===== src/rtl/pipe_ctrl_pkg.sv =====
// pipe_ctrl_pkg: shared types and constants for the pipeline stall/flush
// controller (FSM state enum, x0 address, NOP used by stage flush muxes).
package pipe_ctrl_pkg;

  typedef enum logic {
    RUN     = 1'b0,
    MC_WAIT = 1'b1
  } pipe_state_t;

  localparam int REG_ZERO = 0;

  // addi x0, x0, 0
  localparam logic [31:0] NOP_INSTR = 32'h0000_0013;

endpackage


===== src/rtl/pipeline_stall_ctrl_sat_counter.sv =====
// sat_counter: W-bit up counter, sync active-high Reset, sticks at all-ones.
// Ports: Clk, Reset, inc (count enable), count (current value).
module sat_counter #(
  parameter int W = 32
) (
  input  logic         Clk,
  input  logic         Reset,
  input  logic         inc,
  output logic [W-1:0] count
);

  logic [W-1:0] cnt_q;

  always_ff @(posedge Clk) begin
    if (Reset) begin
      cnt_q <= '0;
    end else if (inc && !(&cnt_q)) begin
      cnt_q <= cnt_q + 1'b1;
    end
  end

  assign count = cnt_q;

endmodule


===== src/rtl/pipeline_stall_ctrl.sv =====
// pipeline_stall_ctrl: per-stage enables/flushes for load-use, taken branch
// and mul/div start/done. Ports: hazard inputs from ID/EX, mc_done from the
// multi-cycle unit; enables, flushes, sticky mc_timeout and perf counters.
// Perf counters are built only when PIPE_PERF_CNT_EN is defined.
module pipeline_stall_ctrl
  import pipe_ctrl_pkg::*;
#(
  parameter int REG_ADDR_W = 5,
  parameter int MC_TIMEOUT = 64,
  parameter int CNT_W      = 32
) (
  input  logic                  Clk,
  input  logic                  Reset,
  input  logic [REG_ADDR_W-1:0] id_rs1,
  input  logic [REG_ADDR_W-1:0] id_rs2,
  input  logic                  id_uses_rs1,
  input  logic                  id_uses_rs2,
  input  logic [REG_ADDR_W-1:0] ex_rd,
  input  logic                  ex_mem_read,
  input  logic                  ex_branch_taken,
  input  logic                  ex_mc_start,
  input  logic                  mc_done,
  output logic                  pc_enable,
  output logic                  ifid_enable,
  output logic                  idex_enable,
  output logic                  exmem_enable,
  output logic                  ifid_flush,
  output logic                  idex_flush,
  output logic                  exmem_flush,
  output logic                  mc_timeout,
  output logic [CNT_W-1:0]      stall_cycles,
  output logic [CNT_W-1:0]      flush_events
);

  localparam int TW = $clog2(MC_TIMEOUT + 1);

  pipe_state_t   state_q, state_d;
  logic [TW-1:0] tcnt_q, tcnt_d;
  logic          mct_q, mct_d;
  logic          load_use;

  assign load_use = ex_mem_read
    && (ex_rd != REG_ADDR_W'(REG_ZERO))
    && ((id_uses_rs1 && (id_rs1 == ex_rd))
     || (id_uses_rs2 && (id_rs2 == ex_rd)));

  always_comb begin
    state_d      = state_q;
    tcnt_d       = tcnt_q;
    mct_d        = mct_q;
    pc_enable    = 1'b1;
    ifid_enable  = 1'b1;
    idex_enable  = 1'b1;
    exmem_enable = 1'b1;
    ifid_flush   = 1'b0;
    idex_flush   = 1'b0;
    exmem_flush  = 1'b0;
    if (Reset) begin
      pc_enable    = 1'b0;
      ifid_enable  = 1'b0;
      idex_enable  = 1'b0;
      exmem_enable = 1'b0;
      ifid_flush   = 1'b1;
      idex_flush   = 1'b1;
      exmem_flush  = 1'b1;
      state_d      = RUN;
      tcnt_d       = '0;
    end else begin
      unique case (state_q)
        RUN: begin
          // Branch kills the ID instruction, so a
          // coincident load-use stall is moot.
          if (ex_branch_taken) begin
            ifid_flush = 1'b1;
            idex_flush = 1'b1;
          end else if (ex_mc_start) begin
            pc_enable   = 1'b0;
            ifid_enable = 1'b0;
            idex_enable = 1'b0;
            exmem_flush = 1'b1;
            state_d     = MC_WAIT;
            tcnt_d      = '0;
          end else if (load_use) begin
            pc_enable   = 1'b0;
            ifid_enable = 1'b0;
            idex_flush  = 1'b1;
          end
        end
        MC_WAIT: begin
          if (mc_done) begin
            state_d = RUN;
          end else if (tcnt_q == TW'(MC_TIMEOUT)) begin
            state_d = RUN;
            mct_d   = 1'b1;
          end else begin
            pc_enable   = 1'b0;
            ifid_enable = 1'b0;
            idex_enable = 1'b0;
            exmem_flush = 1'b1;
            tcnt_d      = tcnt_q + 1'b1;
          end
        end
        default: state_d = RUN;
      endcase
    end
  end

  always_ff @(posedge Clk) begin
    if (Reset) begin
      state_q <= RUN;
      tcnt_q  <= '0;
      mct_q   <= 1'b0;
    end else begin
      state_q <= state_d;
      tcnt_q  <= tcnt_d;
      mct_q   <= mct_d;
    end
  end

  assign mc_timeout = mct_q;

`ifdef PIPE_PERF_CNT_EN
  logic any_flush;
  assign any_flush = ifid_flush | idex_flush | exmem_flush;

  sat_counter #(.W(CNT_W)) u_stall_cnt (
    .Clk   (Clk),
    .Reset (Reset),
    .inc   (~pc_enable),
    .count (stall_cycles)
  );

  sat_counter #(.W(CNT_W)) u_flush_cnt (
    .Clk   (Clk),
    .Reset (Reset),
    .inc   (any_flush),
    .count (flush_events)
  );
`else
  assign stall_cycles = '0;
  assign flush_events = '0;
`endif

endmodule


===== config.mk =====
export PLATFORM = sky130hd
export DESIGN_NAME = pipeline_stall_ctrl
export DESIGN_NICKNAME = d
export VERILOG_FILES = /design/src/rtl/pipe_ctrl_pkg.sv /design/src/rtl/pipeline_stall_ctrl_sat_counter.sv /design/src/rtl/pipeline_stall_ctrl.sv
export SDC_FILE = /design/constraint.sdc
export NUM_CORES = 1
export LEC_CHECK = 0
export BUFFER_PORTS_ARGS = -buffer_cell sky130_fd_sc_hd__buf_4
export CORE_UTILIZATION = 33
export CTS_CLUSTER_DIAMETER = 30
export DETAILED_ROUTE_END_ITERATION = 12
export MAX_ROUTING_LAYER = met4
export PLACE_DENSITY = 0.7
export SLEW_MARGIN = 20
export SYNTH_ARGS = -nofsm -noshare
export SYNTH_HDL_FRONTEND = slang
export SYNTH_SLANG_ARGS = --single-unit

===== constraint.sdc =====
create_clock -name Clk -period 2.69 [get_ports Clk]
set_input_delay 0.1345 -clock Clk [delete_from_list [all_inputs] [get_ports Clk]]
set_output_delay 0.1345 -clock Clk [all_outputs]
set_load 0.005 [all_outputs]

# Word level (Yosys, flattened, before mapping)
# Index checks and enable logic that the tools add are counted.
totals:
  output_inout_bits: 72
  register_bits: 9
  wordCells: 52
  inputBits: 23
classes:
  n_bitwise: 2
  eq_ne: 7
  n_reduce_logical: 8
  add_sub_neg: 1
  n_mux: 31
ops:
  columns: ["cell", "n"]
  rows:
  - ["2-to-1 mux 7 bit", 4]
  - ["2-to-1 mux 1 bit", 23]
  - ["one-hot mux 7 bit (2 select lines)", 1]
  - ["equality test 5 bit", 2]
  - ["!= test 2 bit, second input constant", 4]
  - ["adder 7 x 1 -> 7 bit, second input constant", 1]
  - ["equality test 7 bit, second input constant", 1]
  - ["one-hot mux 1 bit (2 select lines)", 3]
  - ["nonzero test 5 bit", 1]
  - ["logical AND 1 bit", 4]
  - ["AND reduction 4 bit", 1]
  - ["AND reduction 3 bit", 1]
  - ["inverter 1 bit", 2]
  - ["logical OR 1 bit", 1]

# Logic depth before layout (Yosys ltp)
# Gate-level depths: netlist (run 1).
logic_depth:
  ltp_word: 9
  depth_mapped: 7
  depth_no_buf: 6

# Least setup slack after synthesis (run 1)
# Ideal clock, no wire load.
synth_timing:
  path_type: "reg-to-output"
  start: "register tcnt_q[0]"
  end: "output pc_enable"
  path_buffers: 1
  path_stages_with_launch: 8
  t_required_ns: 2.556
  arrival_ns: 1.558
  setup_slack_ns: 0.998
  cell_sequence: "dfxtp_1 -> inv_1 -> ha_1 -> nand2b_4 -> o41ai_4 -> nand2_2 -> o21ba_1 -> buf_4"
synth_between:
  elab_chain_len: 5
synth_lines:
  columns: ["element", "line", "rtl"]
  rows:
  - ["start: declaration", "pipeline_stall_ctrl.sv:38", "logic [TW-1:0] tcnt_q, tcnt_d;"]
  - ["start signal: assignment", "pipeline_stall_ctrl.sv:115", "tcnt_q <= tcnt_d;"]
  - ["equality test 7 bit", "pipeline_stall_ctrl.sv:92", "end else if (tcnt_q == TW'(MC_TIMEOUT)) begin"]
  - ["2-to-1 mux 1 bit (2 in series)", null, null]
  - ["one-hot mux 1 bit (2 select lines)", null, null]
  - ["2-to-1 mux 1 bit", null, null]
  - ["end: declaration", "pipeline_stall_ctrl.sv:23", "output logic pc_enable,"]
# Every way passes these cells.

# Worst setup path in the final report (run 1)
layout_timing:
  start: "register tcnt_q[0]"
  end: "output ifid_enable"
layout_between:
  elab_chain_len: 5
layout_lines:
  columns: ["element", "line", "rtl"]
  rows:
  - ["equality test 7 bit", "pipeline_stall_ctrl.sv:92", null]
  - ["2-to-1 mux 1 bit", "pipeline_stall_ctrl.sv:92", null]
  - ["2-to-1 mux 1 bit", "pipeline_stall_ctrl.sv:90", "if (mc_done) begin"]
  - ["one-hot mux 1 bit (2 select lines)", "pipeline_stall_ctrl.sv:69", "unique case (state_q)"]
  - ["2-to-1 mux 1 bit", "pipeline_stall_ctrl.sv:58", "if (Reset) begin"]
  - ["end: declaration", "pipeline_stall_ctrl.sv:24", "output logic ifid_enable,"]
# Every way passes these cells.

==> results of run 1 <==
==> logic make-up after synthesis <==
kind of cell               Yosys count  share of synthesized area, %
AOI/OAI and AO/OA                   17                          11.9
xor gates and xnor gates            10                          7.39
adders and majority gates            2                          2.11
buffers and inverters               74                          44.1
DFF                                  9                          15.2
muxes                                3                          2.53
other                                1                         0.316
and+or+nand+nor                     34                          16.4
==> power breakdown <==
group | internal (mW) | switching (mW) | leakage (nW)
Combinational | 0.0479 | 0.0575 | 0.518
Clock | 0.0571 | 0.0468 | 0.0150
Sequential | 0.135 | 0.00207 | 0.0727
Total | 0.240 | 0.106 | 0.605
==> sequential cells by signal, summed over array words and instances, names as in the netlist <==
name / flops
mc_timeout: 1
state_q: 1
tcnt_q: 7
==> per-layer routing <==
metal / GRT usage, % / vias up / wire length, µm
met5: - / - / 0
met4: 5.71 / 0 / 38
met3: 1.24 / 4 / 117
met2: 16.7 / 50 / 1060
met1: 12.1 / 384 / 761
li1: - / 431 / -
==> final timing paths <==
path                       to  depth (start not counted)
hold / removal      tcnt_q[1]                          2
setup reg to reg    tcnt_q[5]                          6
hold reg to reg    mc_timeout                          2
setup / recovery  ifid_enable                          7
==> Yosys cell counts (2+ instances only) <==
| master | instances |
|---|---|
| dfxtp_1 | 9 |
| a21oi_1 | 6 |
| nor2_1 | 5 |
| or3_1 | 6 |
| o2111ai_1 | 2 |
| inv_1 | 7 |
| mux2i_1 | 3 |
| xor2_1 | 8 |
| nand3_1 | 4 |
| ha_1 | 2 |
| o31ai_1 | 2 |
| buf_4 | 65 |
| nand2_1 | 7 |
| xnor2_1 | 2 |
| nor4_1 | 3 |
==> critical path, cell delays in order (launching register included) <==
cell	delay (ps)
dfxtp_1	330
inv_1	80
ha_1	190
nand2b_4	70
o41ai_4	520
nand2_2	130
o21ba_1	260
buf_4	120
==> area by class of cell <==
cell class	instances	area share [%]
Timing Repair Buffer	30	18.3
Sequential cell	9	14.6
Inverter	7	2.13
Clock buffer	4	2.13
Tap cell	46	4.67
Multi-Input combinational cell	130	58.2
==> layout by cell type, fill, tap and decap left out, drive strengths merged <==
master / instances
clkbuf: 4
xnor2: 2
o41a: 1
nor4: 3
o41ai: 2
a32oi: 1
o21ai: 1
nand2b: 2
mux2i: 3
buf: 30
ha: 2
nor2: 5
xor2: 8
a211oi: 1
conb: 64
dfxtp: 9
or4: 1
and2b: 1
nor3b: 1
nand2: 8
inv: 7
and2: 2
nand3: 4
nand4: 1
a21oi: 6
o2111ai: 2
o21ba: 1
o31ai: 2
or3: 6
==> flow_metrics.env, run 1 <==
export IMPL_power_mw=0.346
export IMPL_n_fill_cell=381
export IMPL_cts_buffers=3
export IMPL_ys_types=34
export IMPL_grt_pass1_wl_um=2810
export IMPL_synth_edf_count=0
export IMPL_cts_sinks=9
export IMPL_cts_tree="done"
export IMPL_clockBufferDepth=2
export IMPL_final_cells=226
export IMPL_synth_seq_cells=9
export IMPL_p_leak_nw=0.605
export IMPL_critical_path_peak_fanout=8
export IMPL_setup_viol=0
export IMPL_final_antenna_net_count=0
export IMPL_min_period_over_period_pct=77.9
export IMPL_slew_headroom_pct=64.9
export IMPL_finalInstanceArea_mm2=0.00123
export IMPL_postSynth_asyncResetShare_pct=0
export IMPL_tns_ps=0
export IMPL_wl_per_cell_um=8.73
export IMPL_post_cts_buffers=0
export IMPL_synth_largest_area_cell="buf_4"
export IMPL_yosys_top_cells_area="buf_4 41%, dfxtp_1 15%, xor2_1 5.9%"
export IMPL_powerDensity_mw_per_mm2=281
export IMPL_gp_congestion=0.751
export IMPL_hold_viol=0
export IMPL_fin_crit_ps=2090
export IMPL_dr_first_iter_drc_count=15
export IMPL_slew_violations=0
export IMPL_final_nets=206
export IMPL_core_area_mm2=0.00339
export IMPL_dp_cells=222
export IMPL_rr_startpoint="tcnt_q[0]"
export IMPL_rsz0062_at_grt="no"
export IMPL_dr_pass1_iters=4
export IMPL_synthesis_area_mm2=0.00118
export IMPL_seq_area_um2=180
export IMPL_syn2layout_area_growth_pct=4.12
export IMPL_fin_worst_skew_ps=2.17
export IMPL_grt_pass1_vias=638
export IMPL_synth_top_cell_area_share_pct=41.2
export IMPL_grt_max_degree=13
export IMPL_worst_pin_slew_ps=524
export IMPL_multiInputGateArea_um2=718
export IMPL_cts_hold_buffers=0
export IMPL_utilization_pct=36.4
export IMPL_grt_usage_pct=10.2
export IMPL_clockRootBuffer="clkbuf_4"
export IMPL_ys_warnings_count=0
export IMPL_cts_resized=0
export IMPL_cp_end_kind="output port"
export IMPL_startpoint="tcnt_q[0]"
export IMPL_dpl_worst_slack_ps=870
export IMPL_critPathKind="reg2out"
export IMPL_overflow=0
export IMPL_drive_above_1_share_pct=20.6
export IMPL_status="finished clean"
export IMPL_path_clk_slew_ps=60
export IMPL_rrSetupSlack_ps=1060
export IMPL_numPortBuffers=30
export IMPL_vias_per_cell=3.85
export IMPL_finalWorstSetupSlack_ps=595
export IMPL_drc=0
export IMPL_ys_flop_type="dfxtp_1"
export IMPL_hpwl_um=1670
export IMPL_synthCells=150
export IMPL_antenna_found_initial=0
export IMPL_vdd_ir_drop_max_uv=177
export IMPL_die_width_um=61.9
export IMPL_pin_count=95
export IMPL_yosysSeqAreaShare_pct=15.2
export IMPL_start_util_pct=35.0
export IMPL_cp_arrival_ps=1960
export IMPL_hp_class="in2reg"
export IMPL_die_h_um=61.9
export IMPL_htreeDepth=1
export IMPL_syn_area_per_cell_um2=7.90
export IMPL_rows=21
export IMPL_diodes=0
export IMPL_start_kind="flip-flop"
export IMPL_whs_ps=126
export IMPL_drv_cap=0
export IMPL_wirelength_um=1970
export IMPL_dpl_cell_area_mm2=0.00121
export IMPL_die_area_mm2=0.00383
export IMPL_required_ps=2560
export IMPL_vias=869
export IMPL_clk_latency_ps=260
export IMPL_fmax_ghz=0.477
export IMPL_hp_start="Reset"
(Power assumes the default switching activity.)
==> run 2, diff against run 1 <==
--- a/config.mk
+++ b/config.mk
@@ -5,12 +5,13 @@
 export SDC_FILE = /design/constraint.sdc
 export NUM_CORES = 1
 export LEC_CHECK = 0
+export ABC_AREA = 1
 export BUFFER_PORTS_ARGS = -buffer_cell sky130_fd_sc_hd__buf_4
 export CORE_UTILIZATION = 33
 export CTS_CLUSTER_DIAMETER = 30
 export DETAILED_ROUTE_END_ITERATION = 12
 export MAX_ROUTING_LAYER = met4
-export PLACE_DENSITY = 0.7
+export PLACE_DENSITY = 0.69
 export SLEW_MARGIN = 20
 export SYNTH_ARGS = -nofsm -noshare
 export SYNTH_HDL_FRONTEND = slang
==> constraint.sdc (replaced) <==
create_clock -name Clk -period 2.1 [get_ports Clk]
set_input_delay 0.105 -clock Clk [delete_from_list [all_inputs] [get_ports Clk]]
set_output_delay 0.105 -clock Clk [all_outputs]
set_load 0.005 [all_outputs]
==> run 2 against run 1 <==
  * First-iteration DRC count up 20%
  * Cell count up 27%
  * Critical endpoint is now pc_enable
  * Clock skew down 0.66 ps
  * Synthesized area up 8.7%
  * Clock power up 92%
==> flow_metrics.env, run 2 <==
export IMPL_status="finished clean"
export IMPL_synth_largest_area_cell="buf_4"
export IMPL_powerDensity_mw_per_mm2=388
export IMPL_final_common_cell="conb_1"
export IMPL_clk_latency_ps=230
export IMPL_cts_resized=0
export IMPL_dr_pass1_iters=4
export IMPL_yosys_top_cells_area="buf_4 38%, dfxtp_1 14%, nand2_1 13%"
export IMPL_clockRootBuffer="clkbuf_8"
export IMPL_syn2layout_area_growth_pct=4.86
export IMPL_final_cell_mix="64 x conb_1, 44 x nand2_1, 31 x nor2_1"
export IMPL_overflow=0
export IMPL_start_kind="flip-flop"
export IMPL_fin_crit_ps=1730
export IMPL_hold_viol=0
export IMPL_yosysSeqAreaShare_pct=14.0
export IMPL_critPathKind="reg2out"
export IMPL_ys_types=22
export IMPL_cp_end_kind="output port"
export IMPL_hp_class="in2reg"
export IMPL_synth_edf_count=0
export IMPL_fin_worst_skew_ps=1.51
export IMPL_dr_first_iter_drc_count=18
export IMPL_drive_above_1_share_pct=17.9
export IMPL_p_leak_nw=0.790
export IMPL_die_h_um=64.5
export IMPL_hpwl_um=1810
export IMPL_start_util_pct=34.9
export IMPL_ys_top_cells_by_count="65 x buf_4, 44 x nand2_1, 31 x nor2_1"
export IMPL_dpl_cell_area_mm2=0.00131
export IMPL_grt_pass1_vias=772
export IMPL_grt_usage_pct=10.0
export IMPL_utilization_pct=36.6
export IMPL_pin_count=95
export IMPL_numPortBuffers=30
export IMPL_cts_sinks=9
export IMPL_die_area_mm2=0.00416
export IMPL_n_fill_cell=448
export IMPL_gp_congestion=0.861
export IMPL_drc=0
export IMPL_drv_cap=0
export IMPL_core_area_mm2=0.00369
export IMPL_power_mw=0.524
export IMPL_cts_tree="done"
export IMPL_finalInstanceArea_mm2=0.00135
export IMPL_whs_ps=148
export IMPL_rsz0062_at_grt="no"
export IMPL_final_nets=266
export IMPL_min_period_over_period_pct=82.5
export IMPL_wirelength_um=2060
export IMPL_critical_path_peak_fanout=9
export IMPL_die_width_um=64.5
export IMPL_grt_max_degree=10
export IMPL_largest_register="tcnt_q"
export IMPL_tns_ps=0
export IMPL_fmax_ghz=0.577
export IMPL_diodes=0
export IMPL_syn_area_per_cell_um2=6.13
export IMPL_rows=22
export IMPL_cp_arrival_ps=1630
export IMPL_synth_most_common_cell="buf_4"
export IMPL_rrSetupSlack_ps=650
export IMPL_clockBufferDepth=2
export IMPL_cts_hold_buffers=0
export IMPL_wl_per_cell_um=7.15
export IMPL_final_antenna_net_count=0
export IMPL_path_clk_slew_ps=40
export IMPL_synthCells=210
export IMPL_postSynth_asyncResetShare_pct=0
export IMPL_vdd_ir_drop_max_uv=202
export IMPL_ys_warnings_count=0
export IMPL_setup_viol=0
export IMPL_post_cts_buffers=0
export IMPL_largest_reg_flops=7
export IMPL_antenna_found_initial=0
export IMPL_slew_violations=0
export IMPL_cts_buffers=3
export IMPL_synth_seq_cells=9
export IMPL_vias=1059
export IMPL_ys_flop_type="dfxtp_1"
export IMPL_htreeDepth=1
export IMPL_vias_per_cell=3.68
export IMPL_synthesis_area_mm2=0.00129
export IMPL_required_ps=2000
export IMPL_synth_top_cell_area_share_pct=37.9
export IMPL_grt_pass1_wl_um=3230
==> run 2: cell types whose count changed after synthesis, moves of 2 or more <==
cell / delta
inv_1: +16
inv_2: +3
mux2i_1: -3
nand2_1: +37
nand3_1: +9
nor2_1: +26
nor4_1: -3
o2111ai_1: -2
o21ai_0: +2
o31ai_1: -2
or3_1: -6
xnor2_1: -2
xor2_1: -7
==> run 2: kinds of logic (layout without fill, tap and decap cells) <==
| family | count (synthesis) | after routing | synth area share (%) |
|---|---|---|---|
| buffers and inverters | 93 | 60 | 46.7 |
| and+or+nand+nor | 95 | 95 | 31.7 |
| AOI/OAI and AO/OA | 9 | 9 | 4.66 |
| other | 1 | 64 | 0.291 |
| DFF | 9 | 9 | 14.0 |
| adders and majority gates | 2 | 2 | 1.94 |
| xor gates and xnor gates | 1 | 1 | 0.680 |
==> run 2: power by group <==
part           leakage (nW)  switching (mW)  internal (mW)
sequential           0.0727         0.00396          0.173
combinational         0.695          0.0869         0.0604
clock                0.0228          0.0675          0.132
==> run 2: worst paths after layout <==
kind,startpoint,end,cells after the start
setup / recovery,tcnt_q[0],pc_enable,11
hold / removal,Reset,tcnt_q[4],2
setup reg to reg,tcnt_q[0],tcnt_q[6],10
hold reg to reg,mc_timeout,mc_timeout,2
==> run 2: critical path, stage by stage, from the launching register on <==
cell     delay [ps]
dfxtp_1         400
inv_1            80
ha_1            190
nand2_1          60
inv_1            40
nand3_1          90
nand2_2          90
o21ai_4         160
nor2_8           50
nand2_1          70
inv_1            50
buf_4           130
==> run 2: final cells by class <==
type,count,area [µm²],area share (%)
timing repair buffer,30,225,16.7
tap,48,60.1,4.45
multi-input combinational,171,742,55.0
clock buffer,4,45.0,3.34
inverter,26,97.6,7.23
sequential,9,180,13.3
==> run 2: stage by stage <==
stage	setup WS, ps	std cells
6_report	367	288
2_1_floorplan	699	273
5_1_grt	189	288
3_3_place_gp	651	284
4_1_cts	347	288
3_5_place_dp	606	284
==> run 2: routing by layer <==
metal | vias to the layer above | routed length [µm] | global-route usage (%)
li1 | 561 | - | -
met1 | 445 | 855 | 11.3
met2 | 53 | 1030 | 17.4
met3 | 0 | 175 | 3.52
met4 | 0 | 0 | 1.67
met5 | - | 0 | -
